<file path="src/rtl/mem_access_unit_pkg.sv">
`default_nettype none
// ============================================================================
// Module : mem_access_unit_pkg
// Brief  : Shared pipeline types and constants for the MEM stage.
// Rev    : 1.0 - initial release
// ============================================================================
package mem_access_unit_pkg;

  localparam logic [31:0] ZERO    = 32'h0000_0000;
  localparam logic        DISABLE = 1'b0;

  typedef enum logic [1:0] {
    WB_ALU = 2'd0,
    WB_MEM = 2'd1,
    WB_PC4 = 2'd2
  } wb_source_type;

  typedef enum logic [1:0] {
    ST_IDLE   = 2'd0,
    ST_ACCESS = 2'd1,
    ST_DONE   = 2'd2
  } mem_access_state_e;

endpackage
`default_nettype wire

</file>
<file path="src/rtl/mem_access_unit_if.sv">
`default_nettype none
// ============================================================================
// Module : mem_access_unit_if
// Brief  : Data-memory request/acknowledge bus between MEM stage and memory.
// Rev    : 1.0 - initial release
// ============================================================================
interface mem_access_unit_if;

  logic        dmem_req_o;
  logic        dmem_we_o;
  logic [31:0] dmem_addr_o;
  logic [31:0] dmem_wdata_o;
  logic        dmem_ack_i;
  logic [31:0] dmem_rdata_i;

  modport master (
    output dmem_req_o,
    output dmem_we_o,
    output dmem_addr_o,
    output dmem_wdata_o,
    input  dmem_ack_i,
    input  dmem_rdata_i
  );

  modport slave (
    input  dmem_req_o,
    input  dmem_we_o,
    input  dmem_addr_o,
    input  dmem_wdata_o,
    output dmem_ack_i,
    output dmem_rdata_i
  );

endinterface
`default_nettype wire

</file>
<file path="src/rtl/mem_access_unit_access_timeout_counter.sv">
`default_nettype none
// ============================================================================
// Module : access_timeout_counter
// Brief  : Counts enabled cycles; expired flags the last permitted cycle.
// Rev    : 1.0 - initial release
// ============================================================================
module access_timeout_counter #(
  parameter int TIMEOUT_CYCLES = 16
) (
  input  wire logic clk_i,
  input  wire logic n_rst,
  input  wire logic clear,
  input  wire logic enable,
  output logic      expired
);

  localparam int                  c_CNT_W = (TIMEOUT_CYCLES > 1) ? $clog2(TIMEOUT_CYCLES) : 1;
  localparam logic [c_CNT_W-1:0]  c_LAST  = c_CNT_W'(TIMEOUT_CYCLES - 1);

  logic [c_CNT_W-1:0] r_count;

  // expired is raised during the TIMEOUT_CYCLES-th enabled cycle
  assign expired = enable && (r_count == c_LAST);

  always_ff @(posedge clk_i or negedge n_rst) begin
    if (!n_rst) begin
      r_count <= '0;
    end else if (clear) begin
      r_count <= '0;
    end else if (enable && !expired) begin
      r_count <= r_count + 1'b1;
    end
  end

endmodule
`default_nettype wire

</file>
<file path="src/rtl/mem_access_unit.sv">
`default_nettype none
// ============================================================================
// Module : mem_access_unit
// Brief  : MEM-stage data-memory sequencer with timeout and branch redirect.
// Rev    : 1.0 - initial release
// ============================================================================
module mem_access_unit
  import mem_access_unit_pkg::*;
#(
  parameter int TIMEOUT_CYCLES = 16
) (
  input  wire logic          clk_i,
  input  wire logic          n_rst,
  input  wire logic          mem_memread_en_i,
  input  wire logic          mem_memwrite_en_i,
  input  wire logic [31:0]   mem_alu_result_i,
  input  wire logic [31:0]   mem_wdata_i,
  input  wire logic          mem_branch_i,
  input  wire logic          mem_jmp_i,
  input  wire logic          mem_alu_zero_i,
  input  wire logic [31:0]   mem_pc_imm_i,
  mem_access_unit_if.master  dmem,
  output logic               stall_o,
  output logic [31:0]        rdata_o,
  output logic               rdata_valid_o,
  output logic               bus_err_o,
  output logic               pc_redirect_o,
  output logic               flush_o,
  output logic [31:0]        pc_target_o
);

  mem_access_state_e r_state;
  mem_access_state_e w_state_next;

  logic        w_mem_op;
  logic        w_in_access;
  logic        w_expired;
  logic        w_latch;
  logic        w_finish;
  logic        w_timeout;
  logic        w_addr_unused;

  logic [31:0] r_addr;
  logic [31:0] r_wdata;
  logic        r_we;
  logic        r_is_load;
  logic [31:0] r_rdata;
  logic        r_bus_err;

  assign w_mem_op      = mem_memread_en_i | mem_memwrite_en_i;
  assign w_in_access   = (r_state == ST_ACCESS);
  assign w_addr_unused = ^mem_alu_result_i[1:0];

  access_timeout_counter #(
    .TIMEOUT_CYCLES (TIMEOUT_CYCLES)
  ) u_timeout (
    .clk_i   (clk_i),
    .n_rst   (n_rst),
    .clear   (!w_in_access),
    .enable  (w_in_access),
    .expired (w_expired)
  );

  always_comb begin
    w_state_next = r_state;
    w_latch      = DISABLE;
    w_finish     = DISABLE;
    w_timeout    = DISABLE;
    unique case (r_state)
      ST_IDLE: begin
        if (w_mem_op) begin
          w_state_next = ST_ACCESS;
          w_latch      = 1'b1;
        end
      end
      ST_ACCESS: begin
        // an ack arriving on the expiry cycle completes normally
        if (dmem.dmem_ack_i || w_expired) begin
          w_state_next = ST_DONE;
          w_finish     = 1'b1;
          w_timeout    = !dmem.dmem_ack_i;
        end
      end
      ST_DONE: begin
        w_state_next = ST_IDLE;
      end
      default: begin
        w_state_next = ST_IDLE;
      end
    endcase
  end

  always_ff @(posedge clk_i or negedge n_rst) begin
    if (!n_rst) begin
      r_state   <= ST_IDLE;
      r_addr    <= ZERO;
      r_wdata   <= ZERO;
      r_we      <= DISABLE;
      r_is_load <= DISABLE;
      r_rdata   <= ZERO;
      r_bus_err <= DISABLE;
    end else begin
      r_state   <= w_state_next;
      r_bus_err <= w_timeout;
      if (w_latch) begin
        r_addr    <= {mem_alu_result_i[31:2], 2'b00};
        r_wdata   <= mem_wdata_i;
        r_we      <= mem_memwrite_en_i;
        r_is_load <= mem_memread_en_i & ~mem_memwrite_en_i;
      end
      if (w_finish) begin
        r_rdata <= (dmem.dmem_ack_i && r_is_load) ? dmem.dmem_rdata_i : ZERO;
      end
    end
  end

  assign dmem.dmem_req_o   = w_in_access;
  assign dmem.dmem_we_o    = r_we;
  assign dmem.dmem_addr_o  = r_addr;
  assign dmem.dmem_wdata_o = r_wdata;

  assign stall_o       = w_mem_op && (r_state != ST_DONE);
  assign rdata_o       = r_rdata;
  assign rdata_valid_o = (r_state == ST_DONE) && r_is_load;
  assign bus_err_o     = r_bus_err;

  // a stalled MEM stage must not redirect until its access completes
  assign pc_redirect_o = ((mem_branch_i & mem_alu_zero_i) | mem_jmp_i) & ~stall_o;
  assign flush_o       = pc_redirect_o;
  assign pc_target_o   = mem_pc_imm_i;

endmodule
`default_nettype wire

</file>
<file path="src/flat_wrapper.sv">
// flat-port wrapper written by rule: the top's interface ports become plain ports
module mem_access_unit_flat import mem_access_unit_pkg::*;
#(
  parameter int TIMEOUT_CYCLES = 16
)
  (clk_i, n_rst, mem_memread_en_i, mem_memwrite_en_i, mem_alu_result_i, mem_wdata_i, mem_branch_i, mem_jmp_i, mem_alu_zero_i, mem_pc_imm_i, stall_o, rdata_o, rdata_valid_o, bus_err_o, pc_redirect_o, flush_o, pc_target_o, dmem_dmem_req_o, dmem_dmem_we_o, dmem_dmem_addr_o, dmem_dmem_wdata_o, dmem_dmem_ack_i, dmem_dmem_rdata_i);
  mem_access_unit_if dmem_i ();
  input  wire logic clk_i;
  input  wire logic n_rst;
  input  wire logic mem_memread_en_i;
  input  wire logic mem_memwrite_en_i;
  input  wire logic [31:0] mem_alu_result_i;
  input  wire logic [31:0] mem_wdata_i;
  input  wire logic mem_branch_i;
  input  wire logic mem_jmp_i;
  input  wire logic mem_alu_zero_i;
  input  wire logic [31:0] mem_pc_imm_i;
  output logic stall_o;
  output logic [31:0] rdata_o;
  output logic rdata_valid_o;
  output logic bus_err_o;
  output logic pc_redirect_o;
  output logic flush_o;
  output logic [31:0] pc_target_o;
  output wire logic [$bits(dmem_i.dmem_req_o)-1:0] dmem_dmem_req_o;
  output wire logic [$bits(dmem_i.dmem_we_o)-1:0] dmem_dmem_we_o;
  output wire logic [$bits(dmem_i.dmem_addr_o)-1:0] dmem_dmem_addr_o;
  output wire logic [$bits(dmem_i.dmem_wdata_o)-1:0] dmem_dmem_wdata_o;
  input wire logic [$bits(dmem_i.dmem_ack_i)-1:0] dmem_dmem_ack_i;
  input wire logic [$bits(dmem_i.dmem_rdata_i)-1:0] dmem_dmem_rdata_i;
  assign dmem_dmem_req_o = dmem_i.dmem_req_o;
  assign dmem_dmem_we_o = dmem_i.dmem_we_o;
  assign dmem_dmem_addr_o = dmem_i.dmem_addr_o;
  assign dmem_dmem_wdata_o = dmem_i.dmem_wdata_o;
  assign dmem_i.dmem_ack_i = dmem_dmem_ack_i;
  assign dmem_i.dmem_rdata_i = dmem_dmem_rdata_i;
  mem_access_unit #(.TIMEOUT_CYCLES(TIMEOUT_CYCLES)) u_core (.clk_i(clk_i), .n_rst(n_rst), .mem_memread_en_i(mem_memread_en_i), .mem_memwrite_en_i(mem_memwrite_en_i), .mem_alu_result_i(mem_alu_result_i), .mem_wdata_i(mem_wdata_i), .mem_branch_i(mem_branch_i), .mem_jmp_i(mem_jmp_i), .mem_alu_zero_i(mem_alu_zero_i), .mem_pc_imm_i(mem_pc_imm_i), .dmem(dmem_i), .stall_o(stall_o), .rdata_o(rdata_o), .rdata_valid_o(rdata_valid_o), .bus_err_o(bus_err_o), .pc_redirect_o(pc_redirect_o), .flush_o(flush_o), .pc_target_o(pc_target_o));
endmodule
</file>
<file path="config.mk">
export PLATFORM = sky130hd
export DESIGN_NAME = mem_access_unit_flat
export DESIGN_NICKNAME = d
export VERILOG_FILES = /design/src/rtl/mem_access_unit_pkg.sv /design/src/rtl/mem_access_unit_if.sv /design/src/rtl/mem_access_unit_access_timeout_counter.sv /design/src/rtl/mem_access_unit.sv /design/src/flat_wrapper.sv
export SDC_FILE = /design/constraint.sdc
export NUM_CORES = 1
export LEC_CHECK = 0
export ABC_CLOCK_PERIOD_IN_PS = 3450
export BUFFER_PORTS_ARGS = -buffer_cell sky130_fd_sc_hd__buf_2
export CAP_MARGIN = 30
export CORE_AREA = 2 2 104 106
export CTS_CLUSTER_DIAMETER = 200
export DETAILED_ROUTE_END_ITERATION = 8
export DIE_AREA = 0 0 106 108
export GPL_TIMING_DRIVEN = 0
export PLACE_DENSITY = 0.79
export SYNTH_ARGS = -nofsm -noshare
export SYNTH_HDL_FRONTEND = slang
export SYNTH_SLANG_ARGS = --single-unit
</file>
<file path="constraint.sdc">
create_clock -name clk_i -period 3.45 [get_ports clk_i]
set_input_delay 0.345 -clock clk_i [delete_from_list [all_inputs] [get_ports clk_i]]
set_output_delay 0.345 -clock clk_i [all_outputs]
set_load 0.05 [all_outputs]
</file>
[Word level (Yosys, flattened, before mapping)]
Cells that the tools add are included.
Operators by class
  add/sub/neg operators: 1
  equality and inequality tests: 7
  muxes and demuxes: 12
  bitwise logic cells: 7
  reductions and logical operators: 10
Operator list (count)
  32-bit 2-to-1 mux: 1
  4-bit 2-to-1 mux: 2
  1-bit 2-to-1 mux: 6
  2-bit by 1-bit != test with 1-bit output (second input constant): 3
  1-bit logical AND: 5
  4-bit by 1-bit adder with 4-bit output (second input constant): 1
  4-bit equality test (second input constant): 1
  2-bit 2-to-1 mux: 2
  2-bit case mux with 2 select lines: 1
  1-bit AND: 3
  2-bit by 1-bit equality test with 1-bit output (second input constant): 1
  2-bit equality test (second input constant): 1
  1-bit zero test: 2
  2-bit zero test: 1
  2-bit != test (second input constant): 1
  1-bit NOT: 2
  1-bit OR: 2
  2-bit AND reduction: 1
  1-bit logical OR: 1
Storage, ports and cells
  register bits: 103
  output and inout bits: 135
  logic and storage cells: 45

[Logic depth before layout (Yosys ltp)]
Gate-level depths: netlist of the first run.
  word-level depth: 6
  depth in mapped cells: 6
  mapped depth without buffers: 4

[Hierarchy]
From an unflattened synthesis of the first run, not the netlist that was laid out.
Unflattened totals
  cell total of the unflattened synthesis: 355
  area total of the unflattened synthesis: 4410.5 µm²
Modules (own cells, without submodules)
  mem_access_unit: instances 1, cells each 334, area an instance 4171.5 µm², sequential area each 2477.4 µm²
  access_timeout_counter: instances 1, cells each 21, area an instance 239.0 µm², sequential area each 100.1 µm²

[Worst setup path before layout of the first run]
OpenSTA, ideal clock, no wires.
  path type: register -> output
  start: reg u_core.r_state[1]
  end: out pc_redirect_o
  data arrival time: 2.032 ns
  path slack: 1.073 ns
  stages on the path, launching flop included: 4
  cell sequence: dfrtp_1 > a21oi_1 > nor2_1 > buf_4
On the way
  cells in the longest elaborated chain, start to end: 4
Ends and longest elaborated chain
  start, declared: RTL line mem_access_unit.sv:32  | mem_access_state_e r_state;
  start signal, assigned: RTL line mem_access_unit.sv:103  | r_state <= w_state_next;
  2-bit != test: RTL line mem_access_unit.sv:122  | assign stall_o = w_mem_op && (r_state != ST_DONE);
  1-bit logical AND: RTL line mem_access_unit.sv:122
  named net stall_o: RTL line flat_wrapper.sv:18  | output logic stall_o;
  1-bit NOT: RTL line mem_access_unit.sv:128  | assign pc_redirect_o = ((mem_branch_i & mem_alu_zero_i) | mem_jmp_i) & ~stall_o;
  1-bit AND: RTL line mem_access_unit.sv:128
  end, declared: RTL line flat_wrapper.sv:22  | output logic pc_redirect_o;
The timed path passes the listed nets, and every way through them passes these cells.

[Worst setup path after layout of the first run]
  start: reg u_core.u_timeout.r_count[0]
  end: reg u_core.r_rdata[1] (netlist: u_core.rdata_o[1])
On the way
  cells in the longest elaborated chain, start to end: 5
Ends and longest elaborated chain
  start, declared: RTL line mem_access_unit_access_timeout_counter.sv:20  | logic [c_CNT_W-1:0] r_count;
  start signal, assigned: RTL line mem_access_unit_access_timeout_counter.sv:31  | r_count <= r_count + 1'b1;
  4-bit equality test: RTL line mem_access_unit_access_timeout_counter.sv:23  | assign expired = enable && (r_count == c_LAST);
  1-bit logical AND: RTL line mem_access_unit_access_timeout_counter.sv:23
  1-bit logical OR: RTL line mem_access_unit.sv:78  | if (dmem.dmem_ack_i || w_expired) begin
  1-bit 2-to-1 mux: RTL line mem_access_unit.sv:78
  1-bit 2-to-1 mux: RTL line mem_access_unit.sv:69  | unique case (r_state)
  end signal, assigned: RTL line mem_access_unit.sv:112  | r_rdata <= (dmem.dmem_ack_i && r_is_load) ? dmem.dmem_rdata_i : ZERO;
  end, declared: RTL line mem_access_unit.sv:47  | logic [31:0] r_rdata;
Every way passes these cells.
A chain may end at the register's enable or synchronous reset.

==> results by group, run 1 <==
Global routing
  • Vias in the first global route: 3063
  • All-Layer GR Usage: 17.2%
  • Initial antenna violation count: 0
  • Largest net degree at the start of global routing: 55
  • Overflow left after global routing: 0
  • First-pass GRT wire length: 15.3 mm

Floorplan
  • Die W: 106 um
  • Std cell rows: 37
  • Core Footprint: 0.0102 mm2
  • Total I/O pin count: 271
  • Chip Height: 108 um
  • Initial Utilization: 42.0%
  • Die area: 0.0114 mm2

Synthesis
  • Mapped Avg Cell Area: 15.4 um2
  • Post-synth ARST share: 100%
  • Synth top cells by count: dfrtp_1 (103), mux2_4 (48), buf_4 (35)
  • Syn Inst Count: 278
  • Sequential share of the synthesized area: 60.0%
  • Prevailing post-synth register cell: dfrtp_1
  • Post-synthesis register bit count: 103
  • Main area contributors after synthesis: dfrtp_1 (60%), mux2_4 (17%), a22o_1 (6.5%)
  • Synth warnings: 0
  • Count leader, synth: dfrtp_1
  • Netlist cell types: 26
  • Syn Std Cell Area: 0.00429 mm2
  • EDFF count, synth: 0
  • Top cell type's share of synthesized area: 60.0%
  • Synth area leader: dfrtp_1

Drt
  • Post-Route WL: 10.0 mm
  • Drt drc: 0
  • Vias per cell: 4.69
  • Via count: 3123
  • DRT antenna net count: 0
  • Wire length per cell: 15.0 um
  • 1st-iter DRT viols: 150
  • Detailed Routing Iterations Pass 1: 4

Place
  • Post-Place Setup Slack: 1710 ps
  • Routability cong.: 0.793
  • DP HPWL: 7.69 mm
  • I/O Buffers: 234

Clock network
  • Cell chosen for the clock root: clkbuf_8
  • Clk_lat worst skew: 370 ps
  • CTS tree: yes
  • H-Tree Depth: 3
  • CTS Sinks: 103
  • Cts bufs inserted: 9
  • Maximum clock path buffer count: 2
  • Postcts setup bufs: 0
  • Clk slew on worst S/H paths: 100 ps
  • Post-cts sizing count: 0
  • Cts-stage hold buffer count: 0

Critical path
  • CP Cell Sequence: ha_1, a31o_2, nand2_1, clkbuf_1, a22o_1
  • Crit-path max cell delay: 440 ps
  • Arr. time, crit path: 2050 ps
  • Crit path launch type: register
  • CP max FO: 10
  • WS Path Type: reg -> reg
  • CP max stage cell: dfrtp_1
  • Reg2reg path depth: 5
  • Crit. End Element: register
  • WP data required: 3740 ps

STA
  • Worst setup margin: 1690 ps
  • FMAX: 568 MHz
  • Min Hold Slack: 8.68 ps
  • Period utilisation layout: 51.0%
  • RSZ-0062 raised after global routing: false
  • Max-slew headroom: 53.1%
  • Post-route minimum period: 1760 ps
  • Clock skew: 16.8 ps
  • Final Hold Viols: 0
  • Fin Setup TNS: 0 ps
  • Setup violators final: 0
  • Worst Tran Pin Value: 703 ps
  • Slew Limit Fails: 0

Cells and area
  • Final core utilization: 57.4%
  • ANT cells: 0
  • Nets: 662
  • P&R area growth vs syn: 36.8%
  • Layout fillers: 823
  • Share of post-route cells with drive strength above 1: 68.1%

Power
  • Leakage power: 3.27 nW
  • PD cells: 1150 mW/mm2
  • Peak supply drop: 517 uV

Status
  • Status: finished clean

Min path
  • Worst Hold Class: in -> async

Job
  • Max cap viols: 0
## kinds of logic after synthesis
group / Yosys count / synth area share, %
other: 1 / 0.0874
XOR/XNOR: 1 / 0.204
adder cells (fa/ha/maj): 1 / 0.291
AND/OR/NAND/NOR: 14 / 1.72
AO/OA/AOI/OAI: 39 / 7.49
buffers and inverters: 54 / 8.98
flip-flops: 103 / 60.0
multiplexers: 65 / 21.2
## per-stage QoR
step	instance area (um2)	total power, mW	instances
2_1_floorplan	4300	5.12	279
3_3_place_gp	5640	5.92	649
3_5_place_dp	5670	6.01	650
4_1_cts	5870	6.81	666
5_1_grt	5870	7.06	666
6_report	5870	6.74	666
## cell type report
type / instances / area [um2] / area share [%]
buffer: 49 / 367 / 6.24
clock buffer: 11 / 141 / 2.41
clock inverter: 5 / 63.8 / 1.09
inverter: 5 / 18.8 / 0.320
multi-input combinational: 122 / 1330 / 22.7
sequential: 103 / 2580 / 43.9
tap: 136 / 170 / 2.90
timing repair buffer: 235 / 1200 / 20.5
## where the power goes
group / switching (mW) / total (mW) / internal (mW) / leakage (nW)
Sequential: 0.300 / 2.04 / 1.74 / 1.26
Clock: 0.413 / 0.775 / 0.363 / 0.101
Combinational: 2.67 / 3.93 / 1.26 / 1.91
## critical path: cells and delay by family (launching register included)
kind | cells | cell delay [ps]
AOI/OAI and AO/OA | 2 | 420
adders and majority gates | 1 | 280
DFF | 1 | 440
buffers and inverters | 1 | 390
and+or+nand+nor | 1 | 180
## state kept, by name (all words and copies together) (netlist names)
register and cells:
u_core.r_is_load 1, u_core.dmem.dmem_wdata_o 32, u_core.r_state 2, u_core.dmem.dmem_addr_o 30, u_core.bus_err_o 1, u_core.u_timeout.r_count 4, u_core.rdata_o 32, u_core.dmem.dmem_we_o 1
## path summary, 6_finish.rpt
path                       slack [ps]                                      end                                     from
max                              1690            u_core.rdata_o[1]$_DFFE_PN0P_  u_core.u_timeout.r_count[0]$_DFFE_PN0P_
min                                 9  u_core.dmem.dmem_addr_o[22]$_DFFE_PN0P_                                    n_rst
max reg2reg                      1690            u_core.rdata_o[1]$_DFFE_PN0P_  u_core.u_timeout.r_count[0]$_DFFE_PN0P_
min reg2reg                       510           u_core.rdata_o[11]$_DFFE_PN0P_           u_core.rdata_o[11]$_DFFE_PN0P_
max in group asynchronous        2750            u_core.rdata_o[1]$_DFFE_PN0P_                                    n_rst
min in group clk_i                180               u_core.bus_err_o$_DFF_PN0_                          dmem_dmem_ack_i
## layout by cell type, fill, tap and decap left out, types with 3 or more instances in the layout
master / netlist / layout
nor2_1: 4 / 4
mux2_2: 15 / 15
clkbuf_1: 2 / 3
buf_6: 6 / 6
buf_2: 5 / 238
inv_1: 5 / 5
clkbuf_8: 0 / 10
buf_4: 35 / 36
dfrtp_1: 103 / 103
mux2_4: 48 / 48
a22o_1: 32 / 32
## routing by layer
layer	global-route usage, %	wire [um]
met1	21.7	4080
met2	29.1	5080
met5	0	0
met3	4.34	697
met4	6.11	145
Power figures use the tool's default switching activity.
==> run 2, diff against run 1 <==
ABC_CLOCK_PERIOD_IN_PS = 1700   (was 3450)
CORE_AREA = 2 2 106 108   (was 2 2 104 106)
DIE_AREA = 0 0 108 110   (was 0 0 106 108)
PLACE_DENSITY = 0.76   (was 0.79)
clock period = 1.7 ns   (was 3.45 ns; I/O delays follow)
==> results by group, run 2 (synthesized netlist as in run 1, its figures left out) <==
Global routing
  • Vias in the first global route: 3082
  • First-pass GRT wire length: 15.0 mm
  • Met1 usage: 19.5%
  • Grt peak-use layer: met2
  • Met3 GRT Util: 5.17%
  • Initial antenna violation count: 0
  • Met2 GRT Util: 27.6%
  • All-Layer GR Usage: 16.3%
  • Overflow left after global routing: 0
  • Largest net degree at the start of global routing: 61

Place
  • Placement Cell Area: 0.00568 mm2
  • DP HPWL: 7.73 mm
  • I/O Buffers: 234
  • DP Cell Count: 654
  • Routability cong.: 0.737

STA
  • Period utilisation layout: 95.1%
  • Worst Tran Pin Value: 575 ps
  • Clock skew: 10.4 ps
  • Min Hold Slack: 27.7 ps
  • Slew Limit Fails: 0
  • Fin Setup TNS: 0 ps
  • Final Hold Viols: 0
  • FMAX: 618 MHz
  • Max-slew headroom: 61.6%
  • Setup violators final: 0
  • Post-route minimum period: 1620 ps

Floorplan
  • Total I/O pin count: 271
  • Initial Utilization: 40.1%
  • Core Footprint: 0.0107 mm2
  • Std cell rows: 38
  • Die W: 108 um
  • Chip Height: 110 um
  • Die area: 0.0119 mm2

Drt
  • Wire length per cell: 14.9 um
  • DRT antenna net count: 0
  • Vias per cell: 4.68
  • Drt drc: 0
  • Detailed Routing Iterations Pass 1: 4
  • 1st-iter DRT viols: 118
  • Post-Route WL: 10.1 mm
  • Via count: 3147

Power
  • Switch Pwr: 6.85 mW
  • Leakage power: 3.29 nW
  • PD cells: 2310 mW/mm2
  • Int Power: 6.84 mW
  • Combinational power share: 58.5%
  • Sw Share: 50.0%
  • Peak supply drop: 1150 uV
  • Sequential share of power: 30.3%
  • Clock power share: 11.2%

Clock network
  • CTS tree: yes
  • Clk_lat worst skew: 350 ps
  • Maximum clock path buffer count: 2
  • Cell chosen for the clock root: clkbuf_8
  • CTS Sinks: 103
  • Cts bufs inserted: 9
  • H-Tree Depth: 3
  • Postcts setup bufs: 0
  • Clk slew on worst S/H paths: 100 ps

Cells and area
  • Post-Layout Cell Count: 673
  • Nets: 665
  • Most common cell after layout, fill and taps aside: buf_2
  • P&R area growth vs syn: 38.1%
  • Final Cell Area: 0.00593 mm2
  • Commonest cells after routing, fill and taps aside: buf_2 (235), dfrtp_1 (103), mux2_4 (48)
  • ANT cells: 0
  • Final core utilization: 55.4%
  • Share of post-route cells with drive strength above 1: 68.9%

Critical path
  • WS Path Type: reg -> reg
  • WP data required: 1940 ps
  • CP max FO: 10
  • Crit. End Element: register
  • Crit path launch type: register
  • Arr. time, crit path: 1860 ps

Min path
  • Worst Hold Class: in -> reg

Status
  • Status: finished clean

Job
  • Max cap viols: 0
run 2: cell types whose count changed in the layout (fill, tap and decap cells not counted), moves of 2 or more:
cell	before	now
buf_2	238	235
clkbuf_1	3	1
clkbuf_4	0	6
clkinv_2	0	2
dlygate4sd3_1	0	3
run 2: path summary, 6_finish.rpt:
kind / startpoint / endpoint / slack (ps) / depth (start not counted)
hold / removal: dmem_dmem_rdata_i[20] / u_core.rdata_o[20]$_DFFE_PN0P_ / 30 / 2
setup / recovery: u_core.r_state[0]$_DFFE_PN0P_ / u_core.dmem.dmem_wdata_o[9]$_DFFE_PN0P_ / 80 / 4
setup reg to reg: u_core.r_state[0]$_DFFE_PN0P_ / u_core.dmem.dmem_wdata_o[9]$_DFFE_PN0P_ / 80 / 4
min in group asynchronous: n_rst / u_core.rdata_o[28]$_DFFE_PN0P_ / 330 / 2
max in group asynchronous: n_rst / u_core.dmem.dmem_wdata_o[3]$_DFFE_PN0P_ / 680 / 3
hold reg to reg: u_core.rdata_o[30]$_DFFE_PN0P_ / u_core.rdata_o[30]$_DFFE_PN0P_ / 500 / 1
run 2: cell type report:
class / instances / area, um2
Fill cell: 902 / 4770
Sequential cell: 103 / 2580
Multi-Input combinational cell: 122 / 1340
Timing Repair Buffer: 238 / 1240
Buffer: 49 / 380
Tap cell: 140 / 175
Clock buffer: 11 / 141
Clock inverter: 5 / 56.3
Inverter: 5 / 18.8
run 2: power groups by stage:
stage | registers (mW) | logic [mW] | clock network, mW
after floorplan | 7.77 | 2.62 | 0
after global placement | 4.11 | 7.93 | 0
after detailed placement | 4.18 | 8.03 | 0
after CTS | 4.15 | 8.06 | 1.59
after global routing | 4.27 | 8.35 | 1.71
final | 4.14 | 8.02 | 1.53
run 2: worst max-delay path, cell delays in order (launching register included):
cell     delay, ps
dfrtp_1        410
or3_1          430
buf_6          180
buf_6          160
mux2_4         310
run 2: timing repair:
item,in CTS,in global routing
endpoints found under the hold margin,45,0
hold buffers,3,0
endpoints found under the setup margin,30,30
gates resized for setup,3,9
pin swaps,0,0
run 2: per-stage QoR:
stage	total power [mW]	setup slack (ps)
3_3_place_gp	12.0	-562
3_5_place_dp	12.2	-79.1
2_1_floorplan	10.4	10.6
6_report	13.7	82.6
5_1_grt	14.3	-0.615
4_1_cts	13.8	51.4
run 2: per-layer routing:
metal	vias up	part of all wire (%)
li1	1440	-
met1	1532	40
met2	162	50
met3	13	8.9
met4	0	1.7
met5	-	0
